`config.mk`:
```
export PLATFORM = sky130hd
export DESIGN_NAME = axi_lite_txn_scheduler
export DESIGN_NICKNAME = d
export VERILOG_FILES = /design/src/rtl/axi_lite_txn_scheduler.sv
export SDC_FILE = /design/constraint.sdc
export NUM_CORES = 1
export LEC_CHECK = 0
export ABC_AREA = 0
export CAP_MARGIN = 5
export CORE_AREA = 2 2 123 125
export CTS_BUF_LIST = sky130_fd_sc_hd__clkbuf_8
export DETAILED_ROUTE_END_ITERATION = 12
export DIE_AREA = 0 0 125 127
export PLACE_DENSITY = 0.79
export SLEW_MARGIN = 20
export SYNTH_ARGS = -nofsm -noshare
export SYNTH_HDL_FRONTEND = slang
export SYNTH_SLANG_ARGS = --single-unit
```
`constraint.sdc`:
```
create_clock -name ACLK -period 2.71 [get_ports ACLK]
set_input_delay 0.542 -clock ACLK [delete_from_list [all_inputs] [get_ports ACLK]]
set_output_delay 0.542 -clock ACLK [all_outputs]
set_load 0.01 [all_outputs]
```
`src/rtl/axi_lite_txn_scheduler.sv`:
```
// Two-requester AXI4-Lite master: round-robin grant, one transaction in flight,
// single-cycle completion strobe with captured response/read data.
module axi_lite_txn_scheduler (
    input  logic        ACLK,
    input  logic        ARESETn,
    input  logic [1:0]  req_valid,
    input  logic [1:0]  req_write,
    input  logic [63:0] req_addr,
    input  logic [63:0] req_wdata,
    output logic [1:0]  req_ready,
    output logic        rsp_valid,
    output logic        rsp_id,
    output logic [31:0] rsp_rdata,
    output logic [1:0]  rsp_resp,
    output logic        busy,
    output logic        AWVALID,
    input  logic        AWREADY,
    output logic [31:0] AWADDR,
    output logic        WVALID,
    input  logic        WREADY,
    output logic [31:0] WDATA,
    output logic [3:0]  WSTRB,
    input  logic        BVALID,
    output logic        BREADY,
    input  logic [1:0]  BRESP,
    output logic        ARVALID,
    input  logic        ARREADY,
    output logic [31:0] ARADDR,
    input  logic        RVALID,
    output logic        RREADY,
    input  logic [31:0] RDATA,
    input  logic [1:0]  RRESP
);
    typedef enum logic [2:0] {IDLE, WR_ADDR, WR_RESP, RD_ADDR, RD_DATA, RSP} state_t;

    state_t      r_state;
    logic        r_last_grant;
    logic        r_id;
    logic [31:0] r_addr;
    logic [31:0] r_wdata;
    logic        r_awvalid, r_wvalid, r_bready, r_arvalid, r_rready;
    logic        r_rsp_valid, r_rsp_id;
    logic [31:0] r_rsp_rdata;
    logic [1:0]  r_rsp_resp;

    logic        w_grant;
    logic        w_gnt_id;
    logic        w_aw_done;
    logic        w_w_done;

    // With both requesting, the one not served last time wins.
    assign w_gnt_id  = (req_valid == 2'b11) ? ~r_last_grant : req_valid[1];
    assign w_grant   = (r_state == IDLE) && (|req_valid);
    assign req_ready = w_grant ? (w_gnt_id ? 2'b10 : 2'b01) : 2'b00;

    // A write channel counts as done once its VALID has dropped or is handshaking now.
    assign w_aw_done = ~r_awvalid | AWREADY;
    assign w_w_done  = ~r_wvalid  | WREADY;

    always_ff @(posedge ACLK or negedge ARESETn) begin
        if (!ARESETn) begin
            r_state      <= IDLE;
            r_last_grant <= 1'b1;
            r_id         <= 1'b0;
            r_addr       <= '0;
            r_wdata      <= '0;
            r_awvalid    <= 1'b0;
            r_wvalid     <= 1'b0;
            r_bready     <= 1'b0;
            r_arvalid    <= 1'b0;
            r_rready     <= 1'b0;
            r_rsp_valid  <= 1'b0;
            r_rsp_id     <= 1'b0;
            r_rsp_rdata  <= '0;
            r_rsp_resp   <= '0;
        end else begin
            r_rsp_valid <= 1'b0;
            case (r_state)
                IDLE: begin
                    if (w_grant) begin
                        r_last_grant <= w_gnt_id;
                        r_id         <= w_gnt_id;
                        r_addr       <= w_gnt_id ? req_addr[63:32]  : req_addr[31:0];
                        r_wdata      <= w_gnt_id ? req_wdata[63:32] : req_wdata[31:0];
                        if (req_write[w_gnt_id]) begin
                            r_awvalid <= 1'b1;
                            r_wvalid  <= 1'b1;
                            r_state   <= WR_ADDR;
                        end else begin
                            r_arvalid <= 1'b1;
                            r_state   <= RD_ADDR;
                        end
                    end
                end
                WR_ADDR: begin
                    if (AWREADY) r_awvalid <= 1'b0;
                    if (WREADY)  r_wvalid  <= 1'b0;
                    if (w_aw_done && w_w_done) begin
                        r_bready <= 1'b1;
                        r_state  <= WR_RESP;
                    end
                end
                WR_RESP: begin
                    if (BVALID) begin
                        r_bready    <= 1'b0;
                        r_rsp_resp  <= BRESP;
                        r_rsp_rdata <= '0;
                        r_rsp_id    <= r_id;
                        r_rsp_valid <= 1'b1;
                        r_state     <= RSP;
                    end
                end
                RD_ADDR: begin
                    if (ARREADY) begin
                        r_arvalid <= 1'b0;
                        r_rready  <= 1'b1;
                        r_state   <= RD_DATA;
                    end
                end
                RD_DATA: begin
                    if (RVALID) begin
                        r_rready    <= 1'b0;
                        r_rsp_resp  <= RRESP;
                        r_rsp_rdata <= RDATA;
                        r_rsp_id    <= r_id;
                        r_rsp_valid <= 1'b1;
                        r_state     <= RSP;
                    end
                end
                RSP:     r_state <= IDLE;
                default: r_state <= IDLE;
            endcase
        end
    end

    assign busy      = (r_state != IDLE);
    assign rsp_valid = r_rsp_valid;
    assign rsp_id    = r_rsp_id;
    assign rsp_rdata = r_rsp_rdata;
    assign rsp_resp  = r_rsp_resp;
    assign AWVALID   = r_awvalid;
    assign AWADDR    = r_addr;
    assign WVALID    = r_wvalid;
    assign WDATA     = r_wdata;
    assign WSTRB     = 4'hF;
    assign BREADY    = r_bready;
    assign ARVALID   = r_arvalid;
    assign ARADDR    = r_addr;
    assign RREADY    = r_rready;
endmodule

```
# Word level (Yosys, flattened, before mapping)
# Cells that the tools add are included.
# totals
ff_bits	110
out_inout_bits	144
# op_classes
order_cmp	1
n_eq_ne	14
muxes	42
bitwise_logic	5
reduce_logical	18
# op_table
cell	n
two-way mux 32 bit	4
case mux 32 bit (2 select lines)	1
two-way mux 1 bit	18
inequality test 2 bit, second input constant	8
two-way mux 3 bit	5
case mux 3 bit (5 select lines)	1
case mux 1 bit (2 select lines)	7
AND reduction 4 bit	3
two-way mux 2 bit	5
nonzero test 2 bit	5
AND reduction 3 bit	3
== test 3 x 2 -> 1 bit, second input constant	2
AND reduction 5 bit	1
case mux 2 bit (2 select lines)	1
== test 3 x 1 -> 1 bit, second input constant	1
== test 3 bit, second input constant	1
logical NOT 3 bit	1
inverter 1 bit	3
nonzero test 3 bit	1
== test 2 bit, second input constant	1
logical AND 1 bit	2
< comparator 1 x 2 -> 1 bit, second input constant	1
inequality test 2 x 1 -> 1 bit, second input constant	1
bitwise OR 1 bit	2
2 further kinds	2

# Logic depth before layout (Yosys ltp)
# depth
depth_word	7
depth_mapped	6
ltp_nobuf	3

# Worst setup path before layout
# OpenSTA, ideal clock, no wires.
# synth_path
path_kind	in2out
start	input port req_valid[1]
end	output port req_ready[1]
arrival_ps	1242
setup_slack_ps	926
cell_stages	3
cell_sequence	a21bo_2 -> nor4_2 -> buf_2
# synth_via
elab_chain_len	4
# synth_rtl
element	line_no	source
from (decl)	6	input logic [1:0] req_valid,
== test 2 bit	52	assign w_gnt_id = (req_valid == 2'b11) ? ~r_last_grant : req_valid[1];
two-way mux 1 bit	52	
two-way mux 2 bit	54	assign req_ready = w_grant ? (w_gnt_id ? 2'b10 : 2'b01) : 2'b00;
two-way mux 2 bit (*)	54	
to (decl)	10	output logic [1:0] req_ready,
# Mark *: on every way between the ends. The rest lies on a longest branch, timed or not.

# Final worst setup path
# Same ends and word-level chain as after synthesis.

==> summary.txt <==
Outcome
  – Outcome: complete, no violations

Placement
  – HPWL Detailed: 13300 microns
  – Gpl congestion: 0.856
  – Placed cell areas: 8360 sq um
  – Placement Setup Slack: 0.100 ns
  – I/O Buffers: 314
  – Placed cells: 902

Clocking
  – Clock net sink count: 110
  – Clock buffer depth: 2
  – Clock transition at the registers of the reported paths: 0.10 ns
  – Root Driver: clkbuf_8
  – Clock tree from TritonCTS: yes
  – Clk Latency, worst-skew pair: 0.37 ns
  – CTS HTree Levels: 3
  – TritonCTS buffer count: 9
  – Setup Fix Bufs, Post-CTS: 0
  – Post_cts resized: 0
  – Cts hold-fix bufs: 0

Die
  – Core area: 14400 sq um
  – Row Count: 44
  – Die area: 15900 sq um
  – Die height: 127 microns
  – Initial Util: 0.367
  – Io pins: 319
  – Chip width: 125 microns

Drt
  – Routed Antenna Nets: 0
  – Pre-Repair DR Iteration Count: 5
  – DRC viols: 0
  – DRT iter0 DRCs: 263
  – Avg WL per Cell: 19.6 microns
  – Routed WL: 18000 microns
  – Total number of vias: 4808
  – Routed vias/inst: 5.24

Power
  – Cell Int Power: 5730 uW
  – Comb pwr share: 0.552
  – Pwr Density: 1050 nW/um^2
  – Clock Power Share: 0.118
  – Part of the power in registers: 0.331
  – Net Sw Power: 3220 uW
  – Worst ir drop on vdd: 0.852 mV
  – P_leak: 0.00345 uW
  – Sw frac: 0.360

Logic synthesis
  – Asr flop ratio synth: 1.00
  – Largest area contributor in the netlist: dfrtp_1
  – Ys Warns: 0
  – FF+latch count, synth: 110
  – Number of synthesized flops with an enable pin: 0
  – Synth Area per Inst: 11.5 sq um
  – Top-area cell type share of the netlist area: 0.515
  – Synthesized area: 5300 sq um
  – Post-Synthesis Cells: 461
  – Synth cell types: 33
  – Main flop type after synthesis: dfrtp_1
  – Post-synthesis sequential area ratio: 0.520
  – Synth area leaders: dfrtp_1 51%, a221o_1 12%, a21boi_0 8.4%, mux2i_1 6.4%, buf_4 5.2%

Critical path
  – CP max FO: 3
  – Most used cell, CP: clkdlybuf4s50_1
  – Critical Path Stages: 4
  – WP data arrival: 2.04 ns
  – CP max-delay cell: clkdlybuf4s50_1
  – Worst-case reg-to-reg path depth: 4
  – Worst setup path class: in2out
  – WP data required: 2.17 ns
  – Family with the most delay on the worst path: buffers and inverters
  – Critical Path End Type: output pin
  – WP buf/inv: 2
  – Critical path, cell by cell: clkdlybuf4s50_1 -> a21bo_2 -> nor4_4 -> clkdlybuf4s50_1
  – Crit path launch type: input port
  – Slowest stage delay, CP: 0.59 ns

Cells and area
  – Post-route cell area: 8560 sq um
  – Footprint of the multi-input gates: 1970 sq um
  – Filler cell count: 1164
  – Most frequent cells in the layout: 313 x clkdlybuf4s50_1, 109 x dfrtp_1, 64 x a221o_1
  – Share of post-route cells with drive strength above 1: 0.0587
  – Layout Utilization: 0.594
  – Nets: 904
  – Sequential cell area: 2750 sq um
  – P&R area growth vs syn: 61.6%
  – Commonest non-fill, non-tap cell in the layout: clkdlybuf4s50_1
  – Finished Layout Cells: 917
  – Diodes inserted: 0

STA
  – Setup TNS: 0 ns
  – Max-slew violations: 0
  – Fmax: 0.387 GHz
  – Post-route clock period utilization: 0.954
  – PnR worst setup slack: 0.124 ns
  – Headroom to the max-slew limit: 0.473
  – Setup Skew: 0.0111 ns
  – Period minus WS final: 2.59 ns
  – Final setup viols: 0
  – Hold Violations, Final: 0
  – RSZ-0062 raised after global routing: false
  – Worst slew pin tran: 0.790 ns

Global routing
  – First-pass GRT wire length: 28100 microns
  – Largest net degree at the start of global routing: 67
  – GRT overflow: 0
  – Initial antenna violation count: 0
  – Tot GR Track Use: 0.223
  – Number of global-route vias before repair: 4982

Flow run
  – MaxCap Viol Count: 0

Hold path
  – Hold Crit Class: in2async
[registers in the layout (all words and copies together), names as in the netlist]
name and count:
WDATA 32, r_id 1, WVALID 1, ARVALID 1, rsp_resp 2, AWVALID 1, rsp_valid 1, r_last_grant 1
rsp_rdata 32, BREADY 1, ARADDR 32, r_state 3, RREADY 1, rsp_id 1
[synthesized netlist by cell type, drive strengths merged (2+ instances only)]
master and n:
nor2 2, clkbuf 12, nand2b 6, a31oi 2
a21boi 64, dfrtp 109, o21ai 6, nand3b 3
inv 35, nand2 34, a221o 64, mux2i 34
a31o 3, a21o 2, a21oi 4, o21bai 2
mux2 6, buf 62
[area by class of cell]
type | count | share of cell area
tap | 184 | 0.0269
timing repair buffer | 328 | 0.382
multi-input combinational | 245 | 0.230
inverter | 35 | 0.0153
clock buffer | 9 | 0.0145
sequential | 110 | 0.322
clock inverter | 6 | 0.00935
[logic make-up after synthesis]
kind of cell    share of synthesized area
mux                                0.0770
flops                               0.520
compound gates                      0.239
buf+inv                             0.116
other cells                      0.000708
simple gates                       0.0470
[per-stage QoR]
stage | hold slack (ns) | total power, uW
finish | 0.132 | 8950
global route | 0.158 | 9500
CTS | 0.140 | 9040
detailed placement | 0.466 | 7950
global placement | 0.454 | 7790
floorplan | 0.246 | 5480
[metal layers]
| metal | track usage | up-vias | part of all wire |
|---|---|---|---|
| met5 | 0 | - | 0 |
| met4 | 0.0915 | 0 | 0.033 |
| met3 | 0.0448 | 35 | 0.068 |
| met2 | 0.374 | 260 | 0.50 |
| met1 | 0.284 | 2354 | 0.40 |
| li1 | - | 2159 | - |
[power by group through the flow]
| stage | combinational (uW) | sequential, uW | clock (uW) |
|---|---|---|---|
| finish | 4940 | 2960 | 1050 |
| global route | 5290 | 3050 | 1160 |
| CTS | 4990 | 2960 | 1090 |
| detailed placement | 4980 | 2970 | 0 |
| global placement | 4840 | 2940 | 0 |
| floorplan | 2320 | 3160 | 0 |
[path summary, 6_finish.rpt]
| path | from | end | slack [ns] |
|---|---|---|---|
| min in group ACLK | r_id$_DFFE_PN0P_ | r_id$_DFFE_PN0P_ | 0.48 |
| min | ARESETn | WDATA[19]$_DFFE_PN0P_ | 0.13 |
| min reg2reg | r_id$_DFFE_PN0P_ | r_id$_DFFE_PN0P_ | 0.48 |
| max reg2reg | r_state[1]$_DFFE_PN0P_ | WDATA[23]$_DFFE_PN0P_ | 0.68 |
| max in group asynchronous | ARESETn | ARADDR[26]$_DFFE_PN0P_ | 1.89 |
| max | req_valid[1] | req_ready[1] | 0.12 |
No activity file was read; power rests on OpenSTA's default activity.
